### config.mk
export PLATFORM = sky130hd
export DESIGN_NAME = spread_ctrl
export DESIGN_NICKNAME = d
export VERILOG_FILES = /design/src/rtl/spread_ctrl.sv
export SDC_FILE = /design/constraint.sdc
export NUM_CORES = 1
export LEC_CHECK = 0
export BUFFER_PORTS_ARGS = -buffer_cell sky130_fd_sc_hd__buf_4
export CORE_MARGIN = 4
export CORE_UTILIZATION = 30
export CTS_CLUSTER_SIZE = 16
export DETAILED_ROUTE_END_ITERATION = 8
export REMOVE_ABC_BUFFERS = 1
export SLEW_MARGIN = 25
export SYNTH_ARGS = -nofsm -noshare
export SYNTH_HDL_FRONTEND = slang
export SYNTH_SLANG_ARGS = --single-unit
### constraint.sdc
create_clock -name clk -period 2.7 [get_ports clk]
set_clock_uncertainty 0.05 [all_clocks]
set_input_delay 0.675 -clock clk [delete_from_list [all_inputs] [get_ports clk]]
set_output_delay 0.675 -clock clk [all_outputs]
set_load 0.02 [all_outputs]
### src/rtl/spread_ctrl.sv
// ============================================================================
// spread_ctrl
// ----------------------------------------------------------------------------
// Direct-sequence spreading controller. It drives an external 4-stage
// m-sequence generator (seq_en / seq_clr) and spreads a frame of payload bits
// with the chips that come back (seq_data / seq_vld).
//
// Each frame is:
//   * a single reseed pulse (seq_clr)
//   * PRE_BITS unmodulated periods of CHIPS_PER_BIT chips (the preamble)
//   * FRAME_BITS payload bits, each fetched over a valid/ready handshake and
//     XOR-spread over one CHIPS_PER_BIT period
//   * a short gap, then a one-cycle frame_done pulse
//
// The generator answers one cycle after each seq_en. Every issued enable
// therefore carries a tag (phase, bit value, first, last) that is delayed by
// one cycle, so it lines up with the returning chip. A seq_vld that no issued
// enable accounts for finds an empty tag and produces no chip.
//
// Ports
//   clk         in   rising-edge clock
//   rst         in   synchronous reset, active low
//   start       in   single-cycle frame request; only honoured in IDLE
//   busy        out  high from frame acceptance until the return to IDLE
//   bit_in      in   payload bit value
//   bit_vld     in   payload bit valid
//   bit_rdy     out  payload bit ready; only high while waiting for a bit
//   seq_en      out  advance enable to the generator
//   seq_clr     out  reseed pulse to the generator
//   seq_data    in   generator chip, one cycle after seq_en
//   seq_vld     in   generator chip valid
//   chip_out    out  spread chip
//   chip_vld    out  spread chip valid
//   chip_sof    out  first chip of the frame (first preamble chip)
//   chip_eof    out  last chip of the frame (last payload chip)
//   frame_done  out  single-cycle completion pulse, busy drops with it
// ============================================================================
module spread_ctrl #(
    parameter int CHIPS_PER_BIT = 15,
    parameter int PRE_BITS      = 4,
    parameter int FRAME_BITS    = 8,
    parameter int GAP_CYCLES    = 2
) (
    input  logic clk,
    input  logic rst,
    input  logic start,
    output logic busy,
    input  logic bit_in,
    input  logic bit_vld,
    output logic bit_rdy,
    output logic seq_en,
    output logic seq_clr,
    input  logic seq_data,
    input  logic seq_vld,
    output logic chip_out,
    output logic chip_vld,
    output logic chip_sof,
    output logic chip_eof,
    output logic frame_done
);

    // ------------------------------------------------------------------------
    // Counter sizing. One phase counter serves the preamble, each payload
    // period and the gap, so it is sized for the longest of the three.
    // ------------------------------------------------------------------------
    localparam int PRE_LEN   = PRE_BITS * CHIPS_PER_BIT;
    // A gap shorter than one cycle cannot separate frame_done from the
    // last chip, so one cycle is the floor.
    localparam int GAP_LEN   = (GAP_CYCLES < 1) ? 1 : GAP_CYCLES;
    localparam int CNT_MAX_A = (PRE_LEN > CHIPS_PER_BIT) ? PRE_LEN : CHIPS_PER_BIT;
    localparam int CNT_MAX   = (CNT_MAX_A > GAP_LEN) ? CNT_MAX_A : GAP_LEN;
    localparam int CNT_W     = (CNT_MAX > 1) ? $clog2(CNT_MAX) : 1;
    localparam int BIT_W     = (FRAME_BITS > 1) ? $clog2(FRAME_BITS) : 1;

    localparam logic [CNT_W-1:0] PRE_LAST  = CNT_W'(PRE_LEN - 1);
    localparam logic [CNT_W-1:0] CHIP_LAST = CNT_W'(CHIPS_PER_BIT - 1);
    localparam logic [CNT_W-1:0] GAP_LAST  = CNT_W'(GAP_LEN - 1);
    localparam logic [BIT_W-1:0] BIT_LAST  = BIT_W'(FRAME_BITS - 1);

    typedef enum logic [2:0] {
        S_IDLE   = 3'd0,
        S_CLR    = 3'd1,
        S_PRE    = 3'd2,
        S_BWAIT  = 3'd3,
        S_SPREAD = 3'd4,
        S_GAP    = 3'd5
    } state_t;

    // Preamble chips pass straight through; payload chips are inverted when
    // the bit being spread is a one.
    function automatic logic spread_chip(input logic chip,
                                         input logic payload,
                                         input logic data_bit);
        return chip ^ (payload & data_bit);
    endfunction

    state_t             r_state;
    logic [CNT_W-1:0]   r_cnt;
    logic [BIT_W-1:0]   r_bit_cnt;
    logic               r_bit;
    logic               r_busy;
    logic               r_bit_rdy;
    logic               r_seq_en;
    logic               r_seq_clr;
    logic               r_frame_done;

    logic               r_tag_vld_p1;
    logic               r_tag_pay_p1;
    logic               r_tag_bit_p1;
    logic               r_tag_first_p1;
    logic               r_tag_last_p1;

    logic               r_chip_out_p2;
    logic               r_chip_vld_p2;
    logic               r_chip_sof_p2;
    logic               r_chip_eof_p2;

    logic               w_gap_armed;
    logic [CNT_W-1:0]   w_gap_cnt;
    logic               w_tag_first;
    logic               w_tag_last;

    // In GAP the counter stays at zero until the last chip leaves, then
    // counts the cycles after it. Seeing chip_eof restarts the count at 0.
    assign w_gap_armed = r_chip_eof_p2 || (r_cnt != '0);
    assign w_gap_cnt   = r_chip_eof_p2 ? '0 : r_cnt;

    // Tag for the enable being issued this cycle.
    assign w_tag_first = r_seq_en && (r_state == S_PRE) && (r_cnt == '0);
    assign w_tag_last  = r_seq_en && (r_state == S_SPREAD) && (r_cnt == CHIP_LAST)
                         && (r_bit_cnt == BIT_LAST);

    // ------------------------------------------------------------------------
    // Frame sequencer. Every output of this block is a register updated
    // together with the state, so the outputs always match the state that is
    // being entered. r_cnt counts issued enables, never returned chips.
    // ------------------------------------------------------------------------
    always_ff @(posedge clk) begin
        if (!rst) begin
            r_state      <= S_IDLE;
            r_cnt        <= '0;
            r_bit_cnt    <= '0;
            r_bit        <= 1'b0;
            r_busy       <= 1'b0;
            r_bit_rdy    <= 1'b0;
            r_seq_en     <= 1'b0;
            r_seq_clr    <= 1'b0;
            r_frame_done <= 1'b0;
        end else begin
            r_frame_done <= 1'b0;
            case (r_state)
                S_IDLE: begin
                    if (start) begin
                        r_state   <= S_CLR;
                        r_busy    <= 1'b1;
                        r_seq_clr <= 1'b1;
                    end
                end

                S_CLR: begin
                    r_seq_clr <= 1'b0;
                    r_seq_en  <= 1'b1;
                    r_cnt     <= '0;
                    r_state   <= S_PRE;
                end

                S_PRE: begin
                    if (r_cnt == PRE_LAST) begin
                        r_cnt     <= '0;
                        r_seq_en  <= 1'b0;
                        r_bit_rdy <= 1'b1;
                        r_bit_cnt <= '0;
                        r_state   <= S_BWAIT;
                    end else begin
                        r_cnt <= r_cnt + 1'b1;
                    end
                end

                S_BWAIT: begin
                    if (bit_vld && r_bit_rdy) begin
                        r_bit     <= bit_in;
                        r_bit_rdy <= 1'b0;
                        r_seq_en  <= 1'b1;
                        r_cnt     <= '0;
                        r_state   <= S_SPREAD;
                    end
                end

                S_SPREAD: begin
                    if (r_cnt == CHIP_LAST) begin
                        r_cnt    <= '0;
                        r_seq_en <= 1'b0;
                        if (r_bit_cnt == BIT_LAST) begin
                            r_state <= S_GAP;
                        end else begin
                            r_bit_cnt <= r_bit_cnt + 1'b1;
                            r_bit_rdy <= 1'b1;
                            r_state   <= S_BWAIT;
                        end
                    end else begin
                        r_cnt <= r_cnt + 1'b1;
                    end
                end

                S_GAP: begin
                    if (w_gap_armed) begin
                        if (w_gap_cnt == GAP_LAST) begin
                            r_cnt        <= '0;
                            r_bit_cnt    <= '0;
                            r_busy       <= 1'b0;
                            r_frame_done <= 1'b1;
                            r_state      <= S_IDLE;
                        end else begin
                            r_cnt <= w_gap_cnt + 1'b1;
                        end
                    end
                end

                default: begin
                    r_state   <= S_IDLE;
                    r_busy    <= 1'b0;
                    r_bit_rdy <= 1'b0;
                    r_seq_en  <= 1'b0;
                    r_seq_clr <= 1'b0;
                end
            endcase
        end
    end

    // ---- stage p1: tag of the issued enable, aligned with seq_vld ----------
    always_ff @(posedge clk) begin
        if (!rst) begin
            r_tag_vld_p1   <= 1'b0;
            r_tag_pay_p1   <= 1'b0;
            r_tag_bit_p1   <= 1'b0;
            r_tag_first_p1 <= 1'b0;
            r_tag_last_p1  <= 1'b0;
        end else begin
            r_tag_vld_p1   <= r_seq_en;
            r_tag_pay_p1   <= r_seq_en && (r_state == S_SPREAD);
            r_tag_bit_p1   <= r_bit;
            r_tag_first_p1 <= w_tag_first;
            r_tag_last_p1  <= w_tag_last;
        end
    end

    // ---- stage p2: spread chip register ------------------------------------
    always_ff @(posedge clk) begin
        if (!rst) begin
            r_chip_out_p2 <= 1'b0;
            r_chip_vld_p2 <= 1'b0;
            r_chip_sof_p2 <= 1'b0;
            r_chip_eof_p2 <= 1'b0;
        end else if (seq_vld && r_tag_vld_p1) begin
            r_chip_out_p2 <= spread_chip(seq_data, r_tag_pay_p1, r_tag_bit_p1);
            r_chip_vld_p2 <= 1'b1;
            r_chip_sof_p2 <= r_tag_first_p1;
            r_chip_eof_p2 <= r_tag_last_p1;
        end else begin
            r_chip_out_p2 <= 1'b0;
            r_chip_vld_p2 <= 1'b0;
            r_chip_sof_p2 <= 1'b0;
            r_chip_eof_p2 <= 1'b0;
        end
    end

    assign busy       = r_busy;
    assign bit_rdy    = r_bit_rdy;
    assign seq_en     = r_seq_en;
    assign seq_clr    = r_seq_clr;
    assign frame_done = r_frame_done;
    assign chip_out   = r_chip_out_p2;
    assign chip_vld   = r_chip_vld_p2;
    assign chip_sof   = r_chip_sof_p2;
    assign chip_eof   = r_chip_eof_p2;

endmodule

* Word level (Yosys, flattened, before mapping)
Index checks and enable logic that the tools add are counted.
** Storage, ports and cells
- RAM bits :: 0
- Register bits :: 27
- Word-level logic and storage cells :: 105
- Latch bits :: 0
- ROM bits :: 0
- Output and inout bits :: 9
- Memories kept :: 0
- Bits of input ports :: 7
** Cells by class
- $mul :: 0
- Shifts and indexed selects :: 0
- Magnitude comparators :: 0
- Eq/ne operators :: 16
- Div/mod/pow operators :: 0
- Muxes and demuxes :: 35
- Add/sub/neg operators :: 3
- Reduce and logical (&&, ||, !) cells :: 27
- Bitwise logic cells :: 6
** Operators by type and width (number)
- 2-to-1 mux 6 bit :: 6
- 2-to-1 mux 3 bit :: 10
- one-hot mux 6 bit (5 select lines) :: 1
- one-hot mux 3 bit (6 select lines) :: 1
- adder 6 x 1 -> 6 bit, second input constant :: 2
- 2-to-1 mux 1 bit :: 12
- != test 2 bit, second input constant :: 6
- AND reduction 6 bit :: 2
- == test 3 bit, second input constant :: 3
- one-hot mux 3 bit (3 select lines) :: 1
- AND reduction 4 bit :: 2
- OR reduction 4 bit :: 2
- logical AND 1 bit :: 7
- == test 3 x 2 -> 1 bit, second input constant :: 2
- == test 6 x 1 -> 1 bit, second input constant :: 1
- == test 6 x 4 -> 1 bit, second input constant :: 1
- == test 6 bit, second input constant :: 1
- logical NOT 6 bit :: 1
- AND reduction 2 bit :: 3
- AND reduction 3 bit :: 2
- nonzero test 6 bit :: 1
- one-hot mux 1 bit (5 select lines) :: 1
- AND reduction 5 bit :: 1
- nonzero test 5 bit :: 1
- 14 further kinds :: 17

* Depth between registers and ports, before layout
- Word-level depth :: 5
- Gate-level depth with buffers :: 8

* Worst setup path after synthesis
No wires, ideal clock.
- Path kind :: reg-to-reg
- Start point :: reg r_cnt[2]
- End point :: reg r_cnt[1]
- Required time :: 2.533 ns
- Clock period less this slack :: 1.838 ns
- Data arrival time :: 1.671 ns
- Setup slack :: 0.862 ns
- Library setup time :: 0.117 ns
- Stages on the path, launching flop included :: 6
- Buffers on the path :: 1
- Cell sequence :: dfxtp_1 > buf_2 > or4_4 > or3_1 > a32o_1 > a22o_1
** On the way
- Longest elaborated chain between the ends :: 5
- Elaborated cells between the ends (all ways) :: 13
- Classes of those cells :: eq/ne (4); mux (6); reduce/logical (3)
** RTL lines
- start: declaration :: line 98 : logic [CNT_W-1:0] r_cnt;
- start signal: assignment :: line 175 : r_cnt <= r_cnt + 1'b1;
- start signal: assignment :: line 201 : r_cnt <= r_cnt + 1'b1;
- start signal: assignment :: line 214 : r_cnt <= w_gap_cnt + 1'b1;
- 2-to-1 mux 6 bit :: line 126 : assign w_gap_cnt = r_chip_eof_p2 ? '0 : r_cnt;
- == test 6 x 1 -> 1 bit :: line 207 : if (w_gap_cnt == GAP_LAST) begin
- 2-to-1 mux 6 bit :: line 207
- 2-to-1 mux 6 bit :: line 206 : if (w_gap_armed) begin
- one-hot mux 6 bit (5 select lines) :: line 151 : case (r_state)
Several ways; a longest one is shown, not always the timed one. The select of a mux whose other input is x is not followed.
A chain may end at the register's enable or synchronous reset.

* Final worst setup path
- Start point :: reg r_state[2]
- End point :: reg r_cnt[4]
** On the way
- Longest elaborated chain between the ends :: 3
- Elaborated cells between the ends (all ways) :: 10
- Classes of those cells :: eq/ne (7); mux (1); reduce/logical (2)
** RTL lines
- start: declaration :: line 97 : state_t r_state;
- start signal: assignment :: line 140 : r_state <= S_IDLE;
- start signal: assignment :: line 154 : r_state <= S_CLR;
- start signal: assignment :: line 164 : r_state <= S_PRE;
- == test 3 x 2 -> 1 bit (tied with other cells) :: line 151
- nonzero test 5 bit (no source line) or != test 2 bit (tied branches)
- AND reduction 3 bit (no source line)
Several ways; a longest one is shown, not always the timed one.

==> results by group <==
Cells and area
  – Fraction of final layout cells with drive strength greater than 1: 0.149
  – Registers with the most flip-flops: r_cnt (6), r_bit_cnt (3), r_state (3)
  – Max FFs per register: 6
  – Number of fillers in the final layout: 530
  – Commonest non-fill, non-tap cells in the layout: 27 x sky130_fd_sc_hd__dfxtp_1, 18 x sky130_fd_sc_hd__buf_4, 14 x sky130_fd_sc_hd__nand2_1, 13 x sky130_fd_sc_hd__nor2_1, 12 x sky130_fd_sc_hd__a21oi_1
  – Top register by number of flip-flops: r_cnt
  – Area growth from synthesis to layout: 14.9%
  – Non-Filler Cell Area, Final: 1810 sq um
  – Final-stage net count: 218
  – Final Non-Filler Cells: 272
  – Antenna cell count: 0
  – Commonest non-fill, non-tap cell in the layout: sky130_fd_sc_hd__dfxtp_1

STA
  – Highest clock rate: 0.474 GHz
  – Max Slew Vio Count: 0
  – Max-slew headroom: 0.662
  – Tcrit/Tclk final: 0.781
  – PnR worst setup slack: 0.592 ns
  – Count of endpoints failing hold in the final timing report: 0
  – Time the worst path needs with I/O delays and setup: 2.11 ns
  – Slew at the pin closest to its max-slew limit: 0.500 ns
  – RSZ-0062 raised after global routing: false
  – Number of setup violations in the final report: 0
  – Setup TNS: 0 ns

Clock network
  – Cts bufs inserted: 3
  – Clock Root Buffer: sky130_fd_sc_hd__clkbuf_8
  – Worst-case clock buffer depth: 2
  – Hold bufs inserted after CTS: 0
  – CTS tree: done
  – Register clock-pin slew on the reported worst setup and hold paths: 0.10 ns
  – Setup repair bufs after CTS: 0
  – Sinks on the clock net: 27
  – Clock latency at the later pin of the worst-skew pair: 0.28 ns
  – H-Tree Depth: 1
  – CTS resizes: 0

Global routing
  – Initial antenna violation count: 0
  – Number of global-route vias before repair: 1,245
  – First-pass GRT wire length: 6060 um
  – All-layer global routing usage: 0.117
  – Maximum number of pins on one net before global-route repair: 23
  – Congestion Overflow GR: 0

Synthesis
  – Synth top area cells: sky130_fd_sc_hd__dfxtp_1 34%, sky130_fd_sc_hd__ha_1 6.3%, sky130_fd_sc_hd__a21oi_1 3.8%
  – Number of enable flip-flop cells after synthesis: 0
  – Sequential cell area fraction in the yosys report: 0.343
  – Fraction of synthesized cell area taken by the top area cell type: 0.343
  – Top FF cell, synth: sky130_fd_sc_hd__dfxtp_1
  – Post-Synthesis Mean Instance Area: 8.39 sq um
  – Share of flip-flops with an asynchronous set or reset: 0
  – Netlist area before placement: 1580 sq um
  – Mapped Cells: 188
  – Number of synthesis warnings: 0
  – Flops & latches, synth: 27
  – Area leader, netlist: sky130_fd_sc_hd__dfxtp_1
  – Number of distinct standard cells referenced by the synthesized netlist: 53

Critical path
  – Critical path's slowest cell: sky130_fd_sc_hd__dfxtp_1
  – Critical path type: reg -> reg
  – Crit path largest cell delay: 0.62 ns
  – Type of element capturing the critical path: flip-flop
  – Critical Path AT: 2.22 ns
  – Number of logic stages on the critical path including buffering: 6
  – Crit-path leading delay family: simple AND/OR/NAND/NOR gates
  – Crit path from: r_state[2]$_SDFFE_PN0P_
  – Startpoint type of the worst setup path: flip-flop
  – Series of cell instances along the critical path: nor4bb_1, and3_1, nor3_1, buf_4, a311oi_1, mux2i_1
  – Worst r2r src: r_state[2]$_SDFFE_PN0P_
  – Worst Setup EP: r_cnt[4]$_SDFFE_PN0P_
  – RR Endpoint: r_cnt[4]$_SDFFE_PN0P_
  – Cell depth of the worst flop-to-flop path: 6
  – Required time of the critical path: 2.82 ns
  – Flop-to-flop setup slack: 0.59 ns
  – Max Fanout on Critical Path: 14
  – Buffers and inverters on the worst path: 1

Routing
  – TritonRoute pass-1 iters: 4
  – Count of nets left with antenna violations after detail routing: 0
  – Vias per cell: 5.27
  – Iteration-0 DRC count of the detailed router: 101
  – Count of unresolved DRC violations after routing: 0
  – Detailed-route via count: 1,433
  – Total wirelength of the detailed-routed design: 3600 um
  – Wire length per cell: 13.2 um

Power and ir drop
  – Switch share: 0.391
  – Total Power: 1190 uW
  – Power per unit of standard cell area: 655 nW/um^2
  – Proportion of power drawn by the clock network: 0.204
  – Switching component of the power: 464 uW
  – Static leakage: 0.000691 uW
  – Sequential group share of total power: 0.422
  – Proportion of power drawn by combinational gates: 0.374
  – Int Power: 722 uW
  – Worst vdd rail ir drop: 0.000280 V

Flow run
  – Max Cap Viol: 0

Placement
  – Worst slack at placement: 0.641 ns
  – Global placement routability congestion: 0.865
  – Final HPWL from detailed placement: 2690 um
  – Post-Place Cell Area: 1760 sq um
  – Port Buf Inserts: 15
  – Placed cell count: 268

Floorplanning
  – Die Y-Extent: 80.5 um
  – X dimension of the die: 80.5 um
  – Total Die Area: 6480 sq um
  – I/O pins: 16
  – FP Rows: 26
  – Effective utilization at floorplan: 0.309
  – CORE AREA: 5110 sq um

Min path
  – Type of the most critical hold path: reg -> reg
  – Worst hold path startpoint: r_tag_last_p1$_SDFF_PN0_

Run status
  – Result of the run: complete, no violations
[worst register-to-register path: cells and delay by family, from the launching register on]
| kind | cells | cell delay (ns) |
|---|---|---|
| AOI/OAI and AO/OA | 1 | 0.20 |
| buffers and inverters | 1 | 0.16 |
| DFF | 1 | 0.62 |
| muxes | 1 | 0.10 |
| and+or+nand+nor | 3 | 0.86 |
[layout make-up]
type	count	area, sq um	share of cell area
Clock buffer	3	41.3	0.0228
Tap cell	70	87.6	0.0483
Timing Repair Buffer	18	135	0.0746
Inverter	11	41.3	0.0228
Sequential cell	27	541	0.298
Multi-Input combinational cell	142	958	0.529
Clock inverter	1	7.51	0.00414
[worst min path at each step]
stage                                to  slack, ns  depth (start not counted)
floorplan           chip_eof$_SDFF_PN0_       0.36                          1
global placement    chip_eof$_SDFF_PN0_       0.36                          1
detailed placement  chip_eof$_SDFF_PN0_       0.37                          1
CTS                 chip_eof$_SDFF_PN0_       0.39                          1
global route        chip_sof$_SDFF_PN0_       0.40                          1
finish              chip_eof$_SDFF_PN0_       0.39                          1
[synthesized netlist by cell type, drive strengths merged, types with 4 or more instances]
| master | n |
|---|---|
| dfxtp | 27 |
| nand2 | 14 |
| nor2 | 14 |
| a21oi | 12 |
| inv | 11 |
| nand3 | 9 |
| ha | 8 |
| buf | 6 |
| mux2i | 6 |
| o21ai | 6 |
| a31oi | 5 |
| and2 | 5 |
| and3 | 5 |
| nand2b | 5 |
| nor2b | 5 |
| a211oi | 4 |
[logic make-up (layout without fill, tap and decap cells)]
kind of cell,count (synthesis),after routing,synth area share
compound gates,49,49,0.217
simple gates,78,78,0.284
mux,6,6,0.0381
buf+inv,19,33,0.0492
flops,27,27,0.343
fa+ha+maj,8,8,0.0635
xor+xnor,1,1,0.00556
[routing by layer]
metal | GRT usage | share of wire | wire, um | vias to the layer above
met1 | 0.176 | 0.52 | 1870 | 668
met4 | 0.0355 | 0.014 | 51 | 0
li1 | - | - | - | 720
met2 | 0.172 | 0.41 | 1480 | 40
met5 | 0 | 0 | 0 | -
met3 | 0.0146 | 0.055 | 197 | 5
[power by group through the flow]
stage | Sequential (uW) | Combinational, uW | Clock, uW
4_1_cts | 500 | 443 | 248
3_5_place_dp | 509 | 440 | 0
6_report | 501 | 443 | 242
3_3_place_gp | 508 | 443 | 0
5_1_grt | 511 | 485 | 262
2_1_floorplan | 530 | 265 | 0
[per-stage QoR]
stage	util	hold slack (ns)
final	0.355	0.387
after global routing	0.355	0.399
after CTS	0.355	0.391
after detailed placement	0.345	0.366
after global placement	0.345	0.363
after floorplan	-	0.356
Power figures use the tool's default switching activity.
